===== config.mk =====
export PLATFORM = sky130hd
export DESIGN_NAME = noc_out_port_arbiter
export DESIGN_NICKNAME = d
export VERILOG_FILES = /design/src/rtl/noc_out_port_arbiter.sv
export SDC_FILE = /design/constraint.sdc
export NUM_CORES = 1
export LEC_CHECK = 0
export CORE_AREA = 2 2 164 166
export DETAILED_ROUTE_END_ITERATION = 10
export DIE_AREA = 0 0 166 168
export PLACE_DENSITY_LB_ADDON = 0.25
export SYNTH_ARGS = -nofsm -noshare
export SYNTH_HDL_FRONTEND = slang
export SYNTH_SLANG_ARGS = --single-unit

===== constraint.sdc =====
create_clock -name clk -period 7 [get_ports clk]
set_input_delay 1.4 -clock clk [delete_from_list [all_inputs] [get_ports clk]]
set_output_delay 1.4 -clock clk [all_outputs]
set_load 0.05 [all_outputs]

===== src/rtl/noc_out_port_arbiter.sv =====
// Round-robin arbiter and one-entry forwarding register for a single router output port.
// Pops one packet per grant from the input buffers and writes it into the downstream link buffer.
module noc_out_port_arbiter #(
   parameter int PAC_WIDTH = 64,
   parameter int NUM_REQ   = 5,
   parameter int ID_W      = 3
) (
   input  logic                         clk,
   input  logic                         reset,
   input  logic [NUM_REQ-1:0]           in_empty,
   input  logic [NUM_REQ*PAC_WIDTH-1:0] in_data,
   output logic [NUM_REQ-1:0]           in_ren,
   input  logic                         out_full,
   output logic                         out_wen,
   output logic [PAC_WIDTH-1:0]         out_data,
   output logic [ID_W-1:0]              last_grant,
   output logic [15:0]                  fwd_count
);

   logic [NUM_REQ-1:0]   req_p0;
   logic [PAC_WIDTH-1:0] pkt_p0 [NUM_REQ];
   logic [ID_W:0]        pick_p0;
   logic                 can_accept_p0;
   logic                 grant_vld_p0;
   logic [ID_W-1:0]      grant_id_p0;
   logic [ID_W-1:0]      rr_ptr;
   logic                 vld_p1;
   logic [PAC_WIDTH-1:0] data_p1;

   // Returns {found, index}; scanning from the far end lets the requester closest to ptr win.
   function automatic logic [ID_W:0] rr_pick(input logic [NUM_REQ-1:0] req,
                                             input logic [ID_W-1:0]    ptr);
      logic [ID_W:0] pick;
      int            idx;
      pick = '0;
      for (int k = NUM_REQ - 1; k >= 0; k--) begin
         idx = int'(ptr) + k;
         if (idx >= NUM_REQ) idx = idx - NUM_REQ;
         if (req[idx]) pick = {1'b1, ID_W'(idx)};
      end
      return pick;
   endfunction

   function automatic logic [ID_W-1:0] next_ptr(input logic [ID_W-1:0] g);
      return (g == ID_W'(NUM_REQ - 1)) ? '0 : g + ID_W'(1);
   endfunction

   for (genvar i = 0; i < NUM_REQ; i++) begin : g_slice
      assign pkt_p0[i] = in_data[i*PAC_WIDTH +: PAC_WIDTH];
   end

   // ---- stage p0: request selection against the input buffers ----
   assign req_p0        = ~in_empty;
   assign can_accept_p0 = ~vld_p1 | ~out_full;
   assign pick_p0       = rr_pick(req_p0, rr_ptr);
   assign grant_vld_p0  = pick_p0[ID_W] & can_accept_p0 & reset;
   assign grant_id_p0   = pick_p0[ID_W-1:0];

   always_comb begin
      in_ren = '0;
      if (grant_vld_p0) in_ren[grant_id_p0] = 1'b1;
   end

   // ---- stage p1: output register feeding the downstream buffer ----
   assign out_wen  = vld_p1 & ~out_full & reset;
   assign out_data = data_p1;

   always_ff @(posedge clk or negedge reset) begin
      if (!reset) begin
         vld_p1     <= 1'b0;
         data_p1    <= '0;
         rr_ptr     <= '0;
         last_grant <= '0;
         fwd_count  <= '0;
      end else begin
         if (grant_vld_p0) begin
            vld_p1     <= 1'b1;
            data_p1    <= pkt_p0[grant_id_p0];
            last_grant <= grant_id_p0;
            rr_ptr     <= next_ptr(grant_id_p0);
         end else if (out_wen) begin
            vld_p1 <= 1'b0;
         end
         if (out_wen) fwd_count <= fwd_count + 16'd1;
      end
   end

endmodule


==> impl_results.md <==
- First drt pass iteration count: 6
- Kind of end point of the critical path: output port
- Placeable core region: 26350 sq um
- Tcrit/Tclk final: 0.8984
- Clock latency on the worst-skew pair: 0.35 ns
- Clock-pin slew on the worst setup and hold paths: 0.07 ns
- Syn Std Cell Area: 7954 sq um
- Largest fanout on the critical path: 10
- Most numerous cell in the Yosys netlist: nand3_1
- Accumulated negative setup slack: 0 ns
- Achievable frequency: 0.1590 GHz
- Max Clock Skew: 0.01471 ns
- Final number of setup-violating endpoints: 0
- Unrepaired setup endpoints after global routing: no
- Net count of the finished layout: 1685
- Worst EP required: 5.60 ns
- Endpoints failing hold: 0
- M1 wire length: 15850 um
- Via count of the first global-routing pass: 9696
- Share of the synthesized area in the top cell type: 0.2737
- Post-CTS setup repair buffer count: 0
- Largest area contributor in the synthesized netlist: dfrtp_1
- Synth-to-layout area growth: 56.46%
- Estimated wirelength of the detail-placed design: 26370 um
- Hold path startpoint: fwd_count[15]
- Chip height: 168 um
- Startpoint of the worst register-to-register path: rr_ptr[0]
- Final slew viol count: 0
- R2R cell count: 12
- Setup slack on the worst flop-to-flop path: 1.40 ns
- Max Cap Viol: 0
- Wire length per cell after detailed routing: 22.71 um
- Path type of the worst setup path: in2out
- Routed length on met3: 2751 um
- Maximum number of pins on one net before global-route repair: 76
- Gate Count Post-Synth: 1011
- Number of levels the H-tree was split into: 3
- Worst slew slack as a fraction of its limit: 0.3337
- Worst hold path type: reg2reg
- Number of antenna violations at the first check in global routing: 2
- Highest layer used for signal routing: met4
- Startpoint class of the critical path: primary input
- Wire length of the first global-routing pass: 57890 um
- Post-Synthesis Mean Instance Area: 7.867 sq um
- Initial DRC count: 695
- Post-route antenna net violation count: 0
- Cells taking the most area after synthesis: dfrtp_1, nand3_1, o32a_1
- Run status: finished clean
- Post-CTS sizing: 0
- Overall overflow remaining after global route: 0
- Count of state elements after synthesis: 87
- Yosys cell types: 66
- Count of flip-flops with a built-in enable after synthesis: 0
- Fraction of final layout cells with drive strength greater than 1: 0.04974
- Number of nets in the synthesized netlist: 1354
- Transition time at the pin with the least slew margin: 0.9994 ns
- Total detailed-routing wirelength: 38380 um
- Ys flop type: dfrtp_1
- Placer Congestion: 0.8783
- Share of flip-flops with an asynchronous set or reset after synthesis: 1.000
- Top cell types by occurrence after synthesis: nand3_1, nand2_1, dfrtp_1
- Maximum clock insertion buffer count: 2
- Setup crit start: in_empty[3]
- Total Routing Usage GR: 0.2614
- IO Count: 417
- Remaining routing DRC violations: 0
- Destination of the worst register-to-register timing path: out_data[50]
- Arrival time of the worst setup path: 4.89 ns
- Total number of placement rows: 60
- Port bufs: 416
- Routed wl met2: 18280 um
- Number of buffers created by CTS: 9
- Sequential cell area fraction in the yosys report: 0.2737
- Capture point of the critical path: in_ren[0]
- Clock tree sinks: 87
- Count of synthesis-stage warnings from yosys: 0
- Hold Buf Count CTS: 0
- Via Count: 9871
- Die ar.: 27890 sq um
- Library cell used as clock root buffer: clkbuf_16
- Post-route minimum period: 6.289 ns
- Clock tree from TritonCTS: done
- Initial core utilization: 0.3019
- Width of the chip: 166 um
- Via-to-Cell Ratio: 5.841
-- stage by stage --
stage	hold WS, ns	util	instances	cell area [sq um]	setup WS, ns
2_1_floorplan	0.5287	-	1011	7954	0.5966
3_3_place_gp	0.4627	0.4616	1672	12160	0.7446
3_5_place_dp	0.4670	0.4616	1672	12160	0.7639
4_1_cts	0.4798	0.4721	1688	12440	0.7367
5_1_grt	0.5076	0.4723	1690	12440	0.5666
6_report	0.4808	0.4723	1690	12440	0.7113
-- cells in the final DEF, fill, tap and decap left out, types with 16 or more instances in the layout --
cell type          n
dfrtp_1           87
a31oi_1           66
buf_4             24
nor2_1            16
nand3_1          201
o32a_1            64
a211oi_1          66
clkdlybuf4s50_1  413
o21ai_0           63
a21o_1            67
nand2_1           94
-- kinds of logic (layout without fill, tap and decap cells) --
| group | Yosys count | after routing | share of synthesized area |
|---|---|---|---|
| AOI/OAI and AO/OA | 381 | 381 | 0.3522 |
| and+or+nand+nor | 365 | 365 | 0.2259 |
| buffers and inverters | 128 | 464 | 0.07928 |
| DFF | 87 | 87 | 0.2737 |
| xor gates and xnor gates | 18 | 18 | 0.01982 |
| muxes | 17 | 17 | 0.02548 |
| adders and majority gates | 15 | 15 | 0.02360 |
| other | 0 | 2 | 0 |
-- critical path, cell delays in order --
cell and delay [ns]:
clkdlybuf4s50_1 0.67, mux2i_1 0.12, o2bb2ai_1 0.13, a21oi_1 0.22, or4b_4 0.54, a32o_1 0.28
o21ai_4 0.16, nand2_1 0.17, nor4_1 0.33, clkdlybuf4s50_1 0.86
-- flip-flops by register name (all words and copies together) (netlist names) --
name	count
rr_ptr	3
vld_p1	1
fwd_count	16
last_grant	3
out_data	64
-- final cells by class --
cell class	instances	area, sq um
inverter	11	41.29
clock buffer	11	242.7
clock inverter	5	33.78
tap	341	426.7
sequential	87	2177
multi-input combinational	796	5204
fill	2630	13910
antenna	2	5.005
timing repair buffer	437	4314
-- worst min-delay path by stage --
stage,endpoint,slack [ns],depth (start not counted)
floorplan,vld_p1,0.53,2
global placement,last_grant[1],0.46,2
detailed placement,fwd_count[15],0.47,1
CTS,fwd_count[15],0.48,1
global route,fwd_count[15],0.51,1
finish,fwd_count[15],0.48,1
-- layer usage --
layer,vias to the layer above,global-route usage
met1,4777,0.3250
met4,0,0.1127
li1,4552,-
met5,-,0
met2,465,0.4389
met3,77,0.05524
Power is left out: the tool's default activity adds up to more than one toggle a clock period on the data nets, which glitch-free logic cannot reach.
